## src/rtl/hls_mem_responder_pkg.sv

```systemverilog
// Shared definitions for the HLS command-FIFO memory responder: FSM state
// encoding, beat-counter width and the transfer-size to beat-count mapping.
package hls_mem_responder_pkg;

   typedef enum logic [2:0] {
      ST_IDLE,
      ST_WRITE,
      ST_RD_ISSUE,
      ST_RD_CAPTURE,
      ST_RD_PUSH
   } state_t;

   // Wide enough for a 32-beat burst (size 7 on a 32-bit word)
   localparam int BEAT_W = 6;

   // size is log2 of the transfer length in bytes; anything up to one word
   // is a single beat, larger transfers are a power-of-two number of words.
   function automatic logic [BEAT_W-1:0] size_to_beats(input logic [2:0] size,
                                                       input int word_shift);
      int excess;
      excess = int'(size) - word_shift;
      if (excess <= 0) return BEAT_W'(1);
      return BEAT_W'(1) << excess;
   endfunction

endpackage

```

## src/rtl/hls_mem_responder.sv

```systemverilog
// Consumes one command from the seven CPU-command FIFOs, performs it on a
// single-port word-addressed BRAM and returns read data beats through the
// paired data/last response FIFOs. Writes are single-beat and byte-masked;
// reads may burst for cache-line refills.
module hls_mem_responder
   import hls_mem_responder_pkg::*;
#(
   parameter int DATA_WIDTH      = 32,
   parameter int DATA_ADDR_WIDTH = 32,
   parameter int MEM_ADDR_WIDTH  = 12
) (
   input  logic                       clk,
   input  logic                       rst,

   input  logic [DATA_ADDR_WIDTH-1:0] cmd_address_dout,
   input  logic                       cmd_address_empty_n,
   output logic                       cmd_address_read,
   input  logic [DATA_WIDTH-1:0]      cmd_data_dout,
   input  logic                       cmd_data_empty_n,
   output logic                       cmd_data_read,
   input  logic [DATA_WIDTH/8-1:0]    cmd_mask_dout,
   input  logic                       cmd_mask_empty_n,
   output logic                       cmd_mask_read,
   input  logic                       cmd_write_dout,
   input  logic                       cmd_write_empty_n,
   output logic                       cmd_write_read,
   input  logic                       cmd_uncached_dout,
   input  logic                       cmd_uncached_empty_n,
   output logic                       cmd_uncached_read,
   input  logic [2:0]                 cmd_size_dout,
   input  logic                       cmd_size_empty_n,
   output logic                       cmd_size_read,
   input  logic                       cmd_last_dout,
   input  logic                       cmd_last_empty_n,
   output logic                       cmd_last_read,

   output logic [DATA_WIDTH-1:0]      rsp_data_din,
   input  logic                       rsp_data_full_n,
   output logic                       rsp_data_write,
   output logic                       rsp_last_din,
   input  logic                       rsp_last_full_n,
   output logic                       rsp_last_write,

   output logic                       mem_en,
   output logic [DATA_WIDTH/8-1:0]    mem_we,
   output logic [MEM_ADDR_WIDTH-1:0]  mem_addr,
   output logic [DATA_WIDTH-1:0]      mem_wdata,
   input  logic [DATA_WIDTH-1:0]      mem_rdata
);

   localparam int MASK_W     = DATA_WIDTH / 8;
   localparam int WORD_SHIFT = $clog2(MASK_W);

   // Packed command layout: {data, mask, write, uncached, size, last}
   localparam int LAST_B   = 0;
   localparam int SIZE_LSB = 1;
   localparam int UNC_B    = 4;
   localparam int WR_B     = 5;
   localparam int MASK_LSB = 6;
   localparam int DATA_LSB = MASK_LSB + MASK_W;
   localparam int CMD_W    = DATA_LSB + DATA_WIDTH;

   state_t                    state;
   logic [CMD_W-1:0]          cmd_q;
   logic [MEM_ADDR_WIDTH-1:0] base_addr;
   logic [BEAT_W-1:0]         beat_cnt;
   logic [BEAT_W-1:0]         beat_total;
   logic                      all_ready;
   logic                      pop;
   logic                      push;
   logic                      unused_bits;

   // All seven FIFOs must present an entry so their heads stay aligned
   assign all_ready = cmd_address_empty_n & cmd_data_empty_n & cmd_mask_empty_n &
                      cmd_write_empty_n & cmd_uncached_empty_n & cmd_size_empty_n &
                      cmd_last_empty_n;
   assign pop  = !rst && (state == ST_IDLE) && all_ready;
   // Push only when both response FIFOs can take the beat, so they never drift apart
   assign push = !rst && (state == ST_RD_PUSH) && rsp_data_full_n && rsp_last_full_n;

   assign cmd_address_read  = pop;
   assign cmd_data_read     = pop;
   assign cmd_mask_read     = pop;
   assign cmd_write_read    = pop;
   assign cmd_uncached_read = pop;
   assign cmd_size_read     = pop;
   assign cmd_last_read     = pop;

   assign rsp_data_write = push;
   assign rsp_last_write = push;

   // uncached/last are carried for completeness only; low and high address bits are don't-care
   assign unused_bits = ^{cmd_q[UNC_B], cmd_q[LAST_B], cmd_q[WR_B],
                          cmd_q[SIZE_LSB +: 3], cmd_address_dout};

   // Latch the popped command and its BRAM word address
   always_ff @(posedge clk) begin
      if (pop) begin
         cmd_q     <= {cmd_data_dout, cmd_mask_dout, cmd_write_dout, cmd_uncached_dout,
                       cmd_size_dout, cmd_last_dout};
         base_addr <= cmd_address_dout[MEM_ADDR_WIDTH+WORD_SHIFT-1:WORD_SHIFT];
      end
   end

   // Command sequencer: one write cycle, or issue/capture/push per read beat
   always_ff @(posedge clk) begin
      if (rst) begin
         state        <= ST_IDLE;
         beat_cnt     <= '0;
         beat_total   <= '0;
         rsp_data_din <= '0;
         rsp_last_din <= 1'b0;
      end else begin
         case (state)
            ST_IDLE: begin
               if (pop) begin
                  beat_cnt <= '0;
                  if (cmd_write_dout) begin
                     beat_total <= BEAT_W'(1);
                     state      <= ST_WRITE;
                  end else begin
                     beat_total <= size_to_beats(cmd_size_dout, WORD_SHIFT);
                     state      <= ST_RD_ISSUE;
                  end
               end
            end
            ST_WRITE: begin
               state <= ST_IDLE;
            end
            ST_RD_ISSUE: begin
               state <= ST_RD_CAPTURE;
            end
            ST_RD_CAPTURE: begin
               rsp_data_din <= mem_rdata;
               rsp_last_din <= (beat_cnt == beat_total - BEAT_W'(1));
               state        <= ST_RD_PUSH;
            end
            ST_RD_PUSH: begin
               if (push) begin
                  if (rsp_last_din) begin
                     state <= ST_IDLE;
                  end else begin
                     beat_cnt <= beat_cnt + BEAT_W'(1);
                     state    <= ST_RD_ISSUE;
                  end
               end
            end
            default: begin
               state <= ST_IDLE;
            end
         endcase
      end
   end

   // BRAM port decode; burst addresses wrap naturally at the memory size
   always_comb begin
      mem_en    = 1'b0;
      mem_we    = '0;
      mem_addr  = '0;
      mem_wdata = '0;
      if (!rst) begin
         case (state)
            ST_WRITE: begin
               mem_en    = 1'b1;
               mem_we    = cmd_q[MASK_LSB +: MASK_W];
               mem_wdata = cmd_q[DATA_LSB +: DATA_WIDTH];
               mem_addr  = base_addr;
            end
            ST_RD_ISSUE: begin
               mem_en   = 1'b1;
               mem_addr = base_addr + MEM_ADDR_WIDTH'(beat_cnt);
            end
            default: begin
            end
         endcase
      end
   end

endmodule

```

## config.mk

```make
export PLATFORM = sky130hd
export DESIGN_NAME = hls_mem_responder
export DESIGN_NICKNAME = d
export VERILOG_FILES = /design/src/rtl/hls_mem_responder_pkg.sv /design/src/rtl/hls_mem_responder.sv
export SDC_FILE = /design/constraint.sdc
export NUM_CORES = 1
export LEC_CHECK = 0
export CORE_AREA = 2 2 105 107
export CTS_CLUSTER_DIAMETER = 120
export DETAILED_ROUTE_END_ITERATION = 8
export DIE_AREA = 0 0 107 109
export MAX_ROUTING_LAYER = met4
export PLACE_DENSITY = 0.91
export SLEW_MARGIN = 0
export SYNTH_ARGS = -nofsm -noshare
export SYNTH_HDL_FRONTEND = slang
export SYNTH_SLANG_ARGS = --single-unit
```

## constraint.sdc

```tcl
create_clock -name clk -period 2.9 [get_ports clk]
set_input_delay 0.29 -clock clk [delete_from_list [all_inputs] [get_ports clk]]
set_output_delay 0.29 -clock clk [all_outputs]
set_load 0.01 [all_outputs]
```

==> results.yml <==
worst_setup_path:
  path_class: "register to output port"
  cp-end-kind: "output port"
  critPathLaunchType: "register"
  cp_cell_sequence: "ha_1, a21o_1, a221o_1, buf_4, and3_1, a211o_1, dlygate4sd2_1"
  crit_fanout: 5
  r2r_start: "state[0]"
  startpoint: "base_addr[4]"
  reg2reg_depth: 6
  max_stage_delay_ps: 410
  cp.arrival_ps: 2510
  cp.required_ps: 2610
  slowest_stage: "edfxtp_1"
sta:
  fmax_mhz: 357
  finalMaxSlewViolations: 0
  setup_viol: 0
  hold_viol: 0
  fin_crit_sh_pct: 96.6
  worst_pin_slew_ps: 660
  period_needed_ps: 2800
  relSlewSlack_pct: 56.0
  fin_worst_skew_ps: 7.75
  hold_ws_ps: 390
  rsz0062_at_grt: "false"
floorplan:
  die_width_um: 107
  die_y_um: 109
  initial_core_util_pct: 40.2
  core_um2: 10600
  fp.dieArea_um2: 11700
  num_rows: 38
  ios: 208
routing:
  postRouteAntennaNets: 0
  avgViaCountPerCell: 5.00
  vias: 3732
  drt_pass1_iterations: 4
  wl_per_cell_um: 14.8
  drc: 0
  drt-initial-drc-count: 214
  wirelength_mm: 11.1
synth:
  synth-seq-area-share_pct: 56.4
  synthFlopType: "edfxtp_1"
  synth_warnings: 0
  yosys-top-cells-area: "edfxtp_1, dfxtp_1, nand2_1, and2_1, a21oi_1"
  synth.distinct_cells: 50
  syn_nets: 545
  ys_ff_latch: 96
  synth_area_per_cell_um2: 10.2
  synth_top_cell_by_area: "edfxtp_1"
  postSynthCellCount: 418
  synth_edf_count: 48
  synth_top_area_share_pct: 33.8
  synth_area_um2: 4260
  synthArstFlopShare_pct: 0
layout:
  final_area_um2: 6480
  area_growth_pct: 52.1
  n_fill_cell: 836
  antenna_cells: 0
  mostFrequentLayoutCell: "clkdlybuf4s50_1"
  layout_common_cells: "clkdlybuf4s50_1, nand2_1, edfxtp_1"
  drive_gt1_share_pct: 8.73
  nNetsFinal: 729
  finalCoreUtilization_pct: 61.1
grt:
  antenna_found_initial: 0
  grt_use_met2_pct: 33.4
  gr-total-overflow: 0
  track_usage_pct: 19.2
  grt.met3_usage_pct: 3.59
  use_met1_pct: 22.3
  grt_max_degree: 50
  grt_pass1_vias: 3615
  grt_pass1_wl_mm: 17.0
  busiest_layer: "met2"
placement:
  placed_area_um2: 6220
  port_buffers: 185
  gp_congestion: 0.893
  hpwl_mm: 8.12
cts:
  htree_levels: 3
  hold_buffers: 0
  cts.clk_slew.worst_paths_ps: 100
  cts_buffers: 9
  root_buffer: "clkbuf_8"
  clock_sinks: 96
  clockBufferDepth: 2
  clock_latency_ps: 350
  cts_tree: "built"
min_path:
  whs_path_depth: 4
  hold_path.class: "input port to register"
  worstHoldStart: "rst"
job:
  maxCapViolCount: 0
power:
  power.density_nw_per_um2: 374
  p_leak_nw: 2.31
  worst_ir_drop_vdd_mv: 0.243
outcome:
  outcome: "finished clean"
==> synth_stat cells (4+ instances only) <==
master    number
a21oi_1       40
edfxtp_1      48
nand3_1        6
ha_1           9
xnor2_1        8
nor3_1         8
nor2_1        23
a21o_1         5
buf_4          8
dfxtp_1       48
o21ai_0        9
inv_1          7
mux2i_1        5
nand2b_1       4
and2_1        36
clkbuf_1      16
xor2_1         8
o211ai_1       4
nand2_1       81
==> routing by layer <==
metal  share of wire (%)  wire length [um]  vias to the layer above
li1                    -                 -                     1806
met1                  40              4470                     1739
met2                  50              5580                      167
met3                 7.4               824                       20
met4                 1.8               203                        0
met5                   0                 0                        -
==> report_power, final <==
| group | leakage (nW) | switching, mW | total, mW | internal, mW |
|---|---|---|---|---|
| Sequential | 0.818 | 0.000755 | 1.42 | 1.42 |
| Clock | 0.0968 | 0.472 | 0.837 | 0.365 |
| Combinational | 1.39 | 0.0456 | 0.165 | 0.119 |
==> what timing repair did <==
item                                    CTS  global route
setup buffers                             2             3
endpoints found under the hold margin     0             0
gates resized for setup                  10            12
pin swaps                                 3             7
endpoints found under the setup margin    7             7
==> worst paths after layout <==
path                            to  slack [ps]
hold / removal            state[0]         390
setup reg to reg       beat_cnt[4]         770
setup / recovery       mem_addr[7]         100
hold reg to reg   rsp_data_din[13]         460
==> registers in the layout (all words and copies together), names as in the netlist <==
name	cells
rsp_data_din	32
beat_total	6
state	3
cmd_q	36
beat_cnt	6
rsp_last_din	1
base_addr	12
==> per-stage QoR <==
step                      setup slack, ps  setup TNS, ps  power [mW]  cells
final                                99.9              0        2.42    747
after global placement               69.1              0        1.61    726
after detailed placement            -82.4           -156        1.62    726
after CTS                           -44.6          -51.6        2.45    744
after floorplan                       673              0        1.48    418
after global routing                 3.53              0        2.52    747
==> kinds of logic after synthesis <==
family | synth area share [%]
buf+inv | 4.05
fa+ha+maj | 3.11
mux | 1.44
simple gates | 21.2
compound gates | 10.5
flops | 56.4
xor+xnor | 3.29
==> layout make-up <==
| class | count | area [um2] | share of cell area, % |
|---|---|---|---|
| multi-input combinational | 287 | 1730 | 26.7 |
| timing repair buffer | 201 | 1950 | 30.2 |
| inverter | 7 | 26.3 | 0.406 |
| clock buffer | 11 | 151 | 2.34 |
| tap | 140 | 175 | 2.70 |
| sequential | 96 | 2400 | 37.1 |
| clock inverter | 5 | 37.5 | 0.580 |
==> critical path: cells and delay by family (launching register included) <==
family / cells / cell delay, ps
flip-flops: 1 / 410
adder cells (fa/ha/maj): 1 / 360
AO/OA/AOI/OAI: 3 / 800
AND/OR/NAND/NOR: 1 / 170
buffers and inverters: 2 / 420
Power figures use the tool's default switching activity.
